===== config.mk =====
export PLATFORM = sky130hd
export DESIGN_NAME = control_multiciclo
export DESIGN_NICKNAME = d
export VERILOG_FILES = /design/src/rtl/ctrl_pkg.sv /design/src/rtl/temporizador_mem.sv /design/src/rtl/control_multiciclo.sv
export SDC_FILE = /design/constraint.sdc
export NUM_CORES = 1
export LEC_CHECK = 0
export BUFFER_PORTS_ARGS = -buffer_cell sky130_fd_sc_hd__buf_2
export CAP_MARGIN = 10
export CORE_UTILIZATION = 53
export DETAILED_ROUTE_END_ITERATION = 6
export PLACE_DENSITY_LB_ADDON = 0.1
export SLEW_MARGIN = 20
export SYNTH_ARGS = -nofsm -noshare
export SYNTH_HDL_FRONTEND = slang
export SYNTH_SLANG_ARGS = --single-unit

===== constraint.sdc =====
create_clock -name clk -period 2.45 [get_ports clk]
set_input_delay 0.3675 -clock clk [delete_from_list [all_inputs] [get_ports clk]]
set_output_delay 0.3675 -clock clk [all_outputs]
set_load 0.01 [all_outputs]

===== src/rtl/ctrl_pkg.sv =====
// Shared encodings for the multicycle controller: state codes, opcodes,
// datapath mux selects and the control-word payload.
package ctrl_pkg;

  localparam int unsigned ANCHO_ESTADO = 4;
  localparam int unsigned ANCHO_OP     = 6;

  typedef enum logic [ANCHO_ESTADO-1:0] {
    BUSQUEDA = 4'd0,
    DECOD    = 4'd1,
    DIR_MEM  = 4'd2,
    LEE_MEM  = 4'd3,
    ESC_LW   = 4'd4,
    ESC_MEM  = 4'd5,
    EJEC_R   = 4'd6,
    ESC_R    = 4'd7,
    RAMA     = 4'd8,
    SALTO    = 4'd9,
    EJEC_I   = 4'd10,
    ESC_I    = 4'd11,
    ILEGAL   = 4'd15
  } estado_e;

  localparam logic [ANCHO_OP-1:0] OP_R    = 6'b000000;
  localparam logic [ANCHO_OP-1:0] OP_LW   = 6'b100011;
  localparam logic [ANCHO_OP-1:0] OP_SW   = 6'b101011;
  localparam logic [ANCHO_OP-1:0] OP_BEQ  = 6'b000100;
  localparam logic [ANCHO_OP-1:0] OP_J    = 6'b000010;
  localparam logic [ANCHO_OP-1:0] OP_ADDI = 6'b001000;

  localparam logic [1:0] ALU_SUMA  = 2'b00;
  localparam logic [1:0] ALU_RESTA = 2'b01;
  localparam logic [1:0] ALU_FUNCT = 2'b10;

  localparam logic [1:0] ALUB_B        = 2'b00;
  localparam logic [1:0] ALUB_CUATRO   = 2'b01;
  localparam logic [1:0] ALUB_IMM      = 2'b10;
  localparam logic [1:0] ALUB_IMM_DESP = 2'b11;

  localparam logic [1:0] PC_ALU    = 2'b00;
  localparam logic [1:0] PC_ALUOUT = 2'b01;
  localparam logic [1:0] PC_SALTO  = 2'b10;

  typedef struct packed {
    logic       escr_pc;
    logic       escr_pc_cond;
    logic       iod;
    logic       leer_mem;
    logic       escr_mem;
    logic       escr_ir;
    logic       mema_reg;
    logic       reg_dest;
    logic       escr_reg;
    logic       fuente_alua;
    logic [1:0] fuente_alub;
    logic [1:0] alu_op;
    logic [1:0] fuente_pc;
  } ctrl_s;

  // Opcode dispatch out of DECOD; anything unrecognised traps.
  function automatic estado_e decod_op(input logic [ANCHO_OP-1:0] op);
    case (op)
      OP_R:         decod_op = EJEC_R;
      OP_LW, OP_SW: decod_op = DIR_MEM;
      OP_BEQ:       decod_op = RAMA;
      OP_J:         decod_op = SALTO;
      OP_ADDI:      decod_op = EJEC_I;
      default:      decod_op = ILEGAL;
    endcase
  endfunction

endpackage


===== src/rtl/temporizador_mem.sv =====
// Memory wait counter: counts cycles spent waiting on mem_listo and flags
// a timeout when the wait would reach ESPERA_MAX.
module temporizador_mem #(
  parameter int unsigned ESPERA_MAX = 16,
  parameter int unsigned ANCHO_CNT  = 8
) (
  input  logic clk,
  input  logic rst,
  input  logic activo_i,
  input  logic mem_listo_i,
  output logic timeout_c
);

  logic [ANCHO_CNT-1:0] cnt_q, cnt_d;

  // Counting only while a memory state is stalled; any completion or other state clears.
  always_comb begin
    cnt_d = '0;
    if (activo_i && !mem_listo_i) begin
      cnt_d = cnt_q + ANCHO_CNT'(1);
    end
  end

  always_ff @(posedge clk) begin
    if (rst) begin
      cnt_q <= '0;
    end else begin
      cnt_q <= cnt_d;
    end
  end

  // A ready in the final allowed cycle still completes normally.
  assign timeout_c = activo_i && !mem_listo_i && (cnt_q == ANCHO_CNT'(ESPERA_MAX - 1));

endmodule


===== src/rtl/control_multiciclo.sv =====
// Multicycle main controller: steps the shared datapath through fetch,
// decode, execute, memory and writeback, stalling on the memory handshake.
module control_multiciclo
  import ctrl_pkg::*;
#(
  parameter int unsigned ESPERA_MAX = 16,
  parameter int unsigned ANCHO_CNT  = 8
) (
  input  logic                    clk,
  input  logic                    rst,
  input  logic [ANCHO_OP-1:0]     instru,
  input  logic                    cero,
  input  logic                    mem_listo,
  output logic                    EscrPC,
  output logic                    EscrPCCond,
  output logic                    EscrPC_efectivo,
  output logic                    IoD,
  output logic                    LeerMem,
  output logic                    EscrMem,
  output logic                    EscrIR,
  output logic                    MemaReg,
  output logic                    RegDest,
  output logic                    EscrReg,
  output logic                    FuenteALUA,
  output logic [1:0]              FuenteALUB,
  output logic [1:0]              ALUOp,
  output logic [1:0]              FuentePC,
  output logic [ANCHO_ESTADO-1:0] estado,
  output logic                    error
);

  estado_e estado_q, estado_d;
  logic    error_q, error_d;
  logic    espera_c;
  logic    timeout_c;
  ctrl_s   ctrl_c;

  assign espera_c = (estado_q == BUSQUEDA) || (estado_q == LEE_MEM) || (estado_q == ESC_MEM);

  temporizador_mem #(
    .ESPERA_MAX (ESPERA_MAX),
    .ANCHO_CNT  (ANCHO_CNT)
  ) u_temporizador (
    .clk         (clk),
    .rst         (rst),
    .activo_i    (espera_c),
    .mem_listo_i (mem_listo),
    .timeout_c   (timeout_c)
  );

  always_ff @(posedge clk) begin
    if (rst) begin
      estado_q <= BUSQUEDA;
      error_q  <= 1'b0;
    end else begin
      estado_q <= estado_d;
      error_q  <= error_d;
    end
  end

  always_comb begin
    estado_d = estado_q;
    ctrl_c   = '0;
    case (estado_q)
      BUSQUEDA: begin
        ctrl_c.leer_mem    = 1'b1;
        ctrl_c.fuente_alub = ALUB_CUATRO;
        ctrl_c.alu_op      = ALU_SUMA;
        ctrl_c.fuente_pc   = PC_ALU;
        if (mem_listo) begin
          ctrl_c.escr_ir = 1'b1;
          ctrl_c.escr_pc = 1'b1;
          estado_d       = DECOD;
        end else if (timeout_c) begin
          estado_d = ILEGAL;
        end
      end
      DECOD: begin
        ctrl_c.fuente_alub = ALUB_IMM_DESP;
        ctrl_c.alu_op      = ALU_SUMA;
        estado_d           = decod_op(instru);
      end
      DIR_MEM: begin
        ctrl_c.fuente_alua = 1'b1;
        ctrl_c.fuente_alub = ALUB_IMM;
        ctrl_c.alu_op      = ALU_SUMA;
        estado_d           = (instru == OP_LW) ? LEE_MEM : ESC_MEM;
      end
      LEE_MEM: begin
        ctrl_c.leer_mem = 1'b1;
        ctrl_c.iod      = 1'b1;
        if (mem_listo) begin
          estado_d = ESC_LW;
        end else if (timeout_c) begin
          estado_d = ILEGAL;
        end
      end
      ESC_LW: begin
        ctrl_c.escr_reg = 1'b1;
        ctrl_c.mema_reg = 1'b1;
        estado_d        = BUSQUEDA;
      end
      ESC_MEM: begin
        ctrl_c.escr_mem = 1'b1;
        ctrl_c.iod      = 1'b1;
        if (mem_listo) begin
          estado_d = BUSQUEDA;
        end else if (timeout_c) begin
          estado_d = ILEGAL;
        end
      end
      EJEC_R: begin
        ctrl_c.fuente_alua = 1'b1;
        ctrl_c.fuente_alub = ALUB_B;
        ctrl_c.alu_op      = ALU_FUNCT;
        estado_d           = ESC_R;
      end
      ESC_R: begin
        ctrl_c.escr_reg = 1'b1;
        ctrl_c.reg_dest = 1'b1;
        estado_d        = BUSQUEDA;
      end
      RAMA: begin
        ctrl_c.fuente_alua  = 1'b1;
        ctrl_c.fuente_alub  = ALUB_B;
        ctrl_c.alu_op       = ALU_RESTA;
        ctrl_c.escr_pc_cond = 1'b1;
        ctrl_c.fuente_pc    = PC_ALUOUT;
        estado_d            = BUSQUEDA;
      end
      SALTO: begin
        ctrl_c.escr_pc   = 1'b1;
        ctrl_c.fuente_pc = PC_SALTO;
        estado_d         = BUSQUEDA;
      end
      EJEC_I: begin
        ctrl_c.fuente_alua = 1'b1;
        ctrl_c.fuente_alub = ALUB_IMM;
        ctrl_c.alu_op      = ALU_SUMA;
        estado_d           = ESC_I;
      end
      ESC_I: begin
        ctrl_c.escr_reg = 1'b1;
        estado_d        = BUSQUEDA;
      end
      ILEGAL: begin
        estado_d = ILEGAL;
      end
      default: begin
        estado_d = ILEGAL;
      end
    endcase
  end

  // Error is sticky: it rises together with the trap state and only rst clears it.
  assign error_d = error_q || (estado_d == ILEGAL);

  assign EscrPC          = ctrl_c.escr_pc;
  assign EscrPCCond      = ctrl_c.escr_pc_cond;
  assign EscrPC_efectivo = ctrl_c.escr_pc || (ctrl_c.escr_pc_cond && cero);
  assign IoD             = ctrl_c.iod;
  assign LeerMem         = ctrl_c.leer_mem;
  assign EscrMem         = ctrl_c.escr_mem;
  assign EscrIR          = ctrl_c.escr_ir;
  assign MemaReg         = ctrl_c.mema_reg;
  assign RegDest         = ctrl_c.reg_dest;
  assign EscrReg         = ctrl_c.escr_reg;
  assign FuenteALUA      = ctrl_c.fuente_alua;
  assign FuenteALUB      = ctrl_c.fuente_alub;
  assign ALUOp           = ctrl_c.alu_op;
  assign FuentePC        = ctrl_c.fuente_pc;
  assign estado          = estado_q;
  assign error           = error_q;

endmodule


# Word-level counts from Yosys, hierarchy flattened
# Index checks and enable logic that the tools add are counted.
[totals]
regBits = 13
word_cells = 61
[classes]
muxes = 20
reduce_logical = 18
n_bitwise = 1
eq_ne = 18
add_sub_neg = 1
[op_table]
columns = ["op", "count"]
rows = [
  ["4-bit one-hot mux with 5 select lines", 2],
  ["4-bit one-hot mux with 8 select lines", 1],
  ["4-bit == test (second input constant)", 5],
  ["4-bit by 3-bit == test with 1-bit output (second input constant)", 4],
  ["4-bit 2-to-1 mux", 4],
  ["6-bit == test (second input constant)", 2],
  ["1-bit 2-to-1 mux", 10],
  ["2-bit OR reduction", 5],
  ["8-bit by 1-bit adder with 8-bit output (second input constant)", 1],
  ["4-bit by 2-bit == test with 1-bit output (second input constant)", 2],
  ["8-bit by 4-bit == test with 1-bit output (second input constant)", 1],
  ["6-bit by 2-bit == test with 1-bit output (second input constant)", 1],
  ["6-bit by 3-bit == test with 1-bit output (second input constant)", 1],
  ["6-bit by 4-bit == test with 1-bit output (second input constant)", 1],
  ["6-bit logical NOT", 1],
  ["5-bit OR reduction", 1],
  ["4-bit by 1-bit == test with 1-bit output (second input constant)", 1],
  ["4-bit logical NOT", 1],
  ["1-bit logical OR", 4],
  ["2-bit one-hot mux with 2 select lines", 1],
  ["4-bit OR reduction", 1],
  ["1-bit logical AND", 3],
  ["3-bit 2-to-1 mux", 1],
  ["3-bit OR reduction", 1],
  ["3 further kinds", 3],
]

# Depth between registers and ports, before layout
[depth]
word_depth = 10
mapped_depth = 6
mapped_depth_nobuf = 6

# Hierarchy
# Synthesis repeated with hierarchy kept, for this count alone.
[hier_totals]
hier_cells = 129
hier_area_um2 = 977.2
[modules_own_cells]
columns = ["module", "area_each_um2", "n_inst", "cells_each", "seq_area_each_um2"]
rows = [
  ["control_multiciclo", 636.9, 1, 92, 100.1],
  ["temporizador_mem", 340.3, 1, 37, 160.2],
]

# Worst setup path before layout
# Ideal clock, no wire load.
[synth_timing]
path_type = "flip-flop to output port"
startpoint = "register estado_q[0] (netlist: estado[0])"
endpoint = "output EscrPC_efectivo"
stages_incl_launch_ff = 6
t_arrival_ns = 1.473
slack_ns = 0.609
path_buffers = 2
cell_sequence = "dfxtp_1 buf_2 clkbuf_1 nor3_1 or2_2 a21o_1"
[synth_between]
elab_cells_between_ends = 7
[synth_lines]
columns = ["element", "line_no", "text"]
rows = [
  ["from (decl)", "control_multiciclo.sv:32", "estado_e estado_q, estado_d;"],
  ["from (signal assigned)", "control_multiciclo.sv:56", "estado_q <= estado_d;"],
  ["4-bit == test / 4-bit logical NOT (equally long branches)", "control_multiciclo.sv:64", "case (estado_q)"],
  ["1-bit one-hot mux with 2 select lines (*)", "control_multiciclo.sv:64", ""],
  ["named net EscrPC", "control_multiciclo.sv:14", "output logic EscrPC,"],
  ["1-bit logical OR (*)", "control_multiciclo.sv:160", "assign EscrPC_efectivo = ctrl_c.escr_pc || (ctrl_c.escr_pc_cond && cero);"],
  ["to (decl)", "control_multiciclo.sv:16", "output logic EscrPC_efectivo,"],
]
# The timed path passes the listed nets; every way through them passes the cells marked *.

# Worst setup path after layout
[layout_timing]
startpoint = "register estado_q[2] (netlist: estado[2])"
endpoint = "output EscrPC_efectivo"
[layout_between]
elab_chain_cells = 4
elab_cells_between_ends = 7
[layout_lines]
columns = ["element", "line_no"]
rows = [
  ["4-bit == test", "control_multiciclo.sv:64"],
  ["1-bit 2-to-1 mux", "control_multiciclo.sv:64"],
  ["1-bit logical AND", "control_multiciclo.sv:160"],
  ["1-bit logical OR (*)", "control_multiciclo.sv:160"],
]
# Every way passes the cells marked *; elsewhere a longest branch is shown, timed or not.

==> results by group <==
Detailed routing
  – First-pass DRT Iterations: 6
  – WL/cell: 11.89 um
  – # DRC: 0
  – Post-Route WL: 1997 um
  – Initial DRC count: 17
  – Routed vias: 976
  – Drt via density: 5.810
  – DRT antenna net count: 0

Synthesis
  – Ys async rst share: 0%
  – Post-synthesis register bit count: 13
  – Synthesized area: 939.7 um^2
  – Yosys top cell by area: dfxtp_1
  – Yosys top cell area share: 27.70%
  – Unique cell type count in the Yosys netlist: 41
  – Number of synthesized flops with an enable pin: 0
  – Syn Nets: 138
  – Post-synthesis cell count: 127
  – Synth top cells by count: 23 x nor2_1, 13 x dfxtp_1, 7 x nand2b_1, 7 x nor3_1
  – Mapped Avg Cell Area: 7.399 um^2
  – Proportion of synthesized chip area in sequential cells: 27.70%
  – Area contributors post-synth: dfxtp_1 28%, nor2_1 9.2%, nand2b_1 4.7%
  – Synth Flop Type: dfxtp_1
  – Yosys warns: 0
  – Most common cell in the netlist: nor2_1

STA
  – Final Max Tran Viols: 0
  – Finish-stage setup viols: 0
  – Worst Skew: 0.003591 ns
  – RSZ-0062 raised after global routing: no
  – Final min period: 2.299 ns
  – Maximum clock rate: 434.9 MHz
  – Final Cycle Share: 93.84%
  – Final TNS setup: 0 ns
  – Hold Fails Final Rpt: 0
  – Slew headroom: 58.66%
  – Worst-margin pin slew: 0.6192 ns

Worst setup path
  – CP Class: flop to output pin
  – Reg2reg start: estado[2]$_SDFF_PP0_
  – Worst Setup SP: estado[2]$_SDFF_PP0_
  – Crit Reg-Reg Endpoint: error$_SDFF_PP0_
  – WP data arrival: 1.93 ns
  – CP startpoint kind: flop
  – Worst setup endpoint: EscrPC_efectivo
  – CP Capture Type: output pin
  – Flop2flop setup slack: 0.52 ns
  – Worst Path Required: 2.08 ns
  – R2R depth: 5
  – Max Fanout on Critical Path: 18

GRT
  – Largest net degree at the start of global routing: 20
  – GR Util All Layers: 22.67%
  – Number of antenna violations at the first check in global routing: 0
  – Total gr overflow: 0
  – First-pass GRT wire length: 3318 um
  – Vias in the first global route: 769

Floorplan
  – Io pins: 32
  – Initial Util: 59.60%
  – Area of the core: 0.001577 mm^2
  – Placement row count: 14
  – Chip width: 44.11 um
  – Die ar.: 0.001945 mm^2
  – Die Y: 44.11 um

Cells and area
  – Number of diodes: 0
  – Footprint of the multi-input gates: 616.8 um^2
  – Storage element area: 260.3 um^2
  – Cell Count, Final, Fillers Out: 168
  – Nets@finish: 164
  – Share of cells above drive strength 1: 25.66%
  – Filler cells: 146
  – P&R area growth vs syn: 16.11%

Power
  – Leak Pwr: 0.4867 nW
  – Share of total power in the clock network: 12.4%
  – Sw Ratio: 46.26%
  – Worst vdd ir: 0.5770 mV
  – Internal: 0.0005694 W
  – Sequential power share: 34.0%
  – Switching power: 0.0004901 W
  – Comb power frac: 53.6%
  – Total Power: 0.001060 W
  – Pwr dens: 971.1 mW/mm^2

Placed design
  – Dpl hpwl: 1463 um
  – IO buf count: 31
  – Final RePlAce weighted congestion: 0.8358
  – Post-Place Cells: 164

Status
  – Status: complete, no violations

Clock tree
  – Bufs on Longest Clock Path: 2
  – H-tree Lvls: 1
  – Clk pin slew, worst setup/hold paths: 0.08 ns
  – Post-CTS resize count: 0
  – CTS Root Cell: clkbuf_4
  – Clk_lat worst skew: 0.28 ns
  – Postcts setup bufs: 0
  – Clk sinks: 13
  – CTS tree: done
  – Hold Buf Count CTS: 0
  – CTS Buf Count: 3

Min path
  – Hold crit path type: input port to flop

Job
  – Max Cap Viol: 0
kinds of logic after synthesis:
kind of cell,share of synthesized area (%)
AO/OA/AOI/OAI,19.18
XOR/XNOR,8.388
adder cells (fa/ha/maj),1.331
buffers and inverters,6.658
flip-flops,27.70
AND/OR/NAND/NOR,36.75
critical path, stage by stage, from the launching register on:
cell and delay [ns]:
dfxtp_1 0.71, nand2b_1 0.30, nor2_1 0.08, or2_2 0.28, a21o_1 0.15, buf_2 0.13
worst min path at each step:
stage / from / cells past startpoint / endpoint
after floorplan: u_temporizador.cnt_q[0]$_SDFF_PP0_ / 1 / u_temporizador.cnt_q[0]$_SDFF_PP0_
after global placement: u_temporizador.cnt_q[0]$_SDFF_PP0_ / 1 / u_temporizador.cnt_q[0]$_SDFF_PP0_
after detailed placement: u_temporizador.cnt_q[0]$_SDFF_PP0_ / 1 / u_temporizador.cnt_q[0]$_SDFF_PP0_
after CTS: rst / 2 / estado[2]$_SDFF_PP0_
after global routing: rst / 2 / estado[2]$_SDFF_PP0_
final: rst / 2 / estado[2]$_SDFF_PP0_
cell usage in the layout, fill, tap and decap left out, drive strengths merged, types with 2 or more instances in the layout:
| cell | netlist | routed |
|---|---|---|
| nor4b | 3 | 3 |
| a211oi | 2 | 2 |
| or4 | 3 | 3 |
| nand2 | 6 | 6 |
| inv | 3 | 3 |
| and3 | 2 | 2 |
| dfxtp | 13 | 13 |
| buf | 4 | 31 |
| nand2b | 7 | 7 |
| nand3 | 6 | 6 |
| clkbuf | 6 | 3 |
| or2 | 3 | 3 |
| a21oi | 3 | 3 |
| xor2 | 5 | 5 |
| o21ai | 6 | 6 |
| nor4 | 2 | 2 |
| nor2 | 23 | 23 |
| nor3 | 7 | 7 |
| xnor2 | 4 | 4 |
| o31ai | 2 | 2 |
power by group through the flow:
stage	Combinational [W]	Clock [W]	Sequential, W
global placement	0.000561	0	0.000359
CTS	0.000571	0.000133	0.000358
finish	0.000568	0.000131	0.000360
floorplan	0.000490	0	0.000284
detailed placement	0.000569	0	0.000364
global route	0.000638	0.000143	0.000373
routing by layer:
layer  wire (um)  vias to the layer above  global-route usage [%]
met4          19                        0                   7.273
met5           0                        -                       0
met1        1012                      448                   32.24
li1            -                      499                       -
met3          98                        2                   6.122
met2         866                       27                   33.24
state kept, by name, indices dropped and copies added, names as in the netlist:
signal and count:
error 1, estado 4, u_temporizador.cnt_q 8
metrics by stage:
step                hold WS [ns]  worst slack (ns)  utilization [%]  cell area (um^2)
CTS                       0.3404            0.1627            69.21              1091
global route              0.3497           0.05257            69.21              1091
detailed placement        0.4368            0.4650            67.46              1064
global placement          0.4278            0.4896            67.46              1064
floorplan                 0.4132            0.6091                -             939.7
finish                    0.3505            0.1508            69.21              1091
cell type report:
type,count,area share (%)
multi-input cells,101,56.54
repair buffers,31,14.22
inverters,3,1.032
clock buffers,3,2.064
well taps,16,1.835
clock inverters,1,0.4587
flip-flops and latches,13,23.85
(Power assumes the default switching activity.)
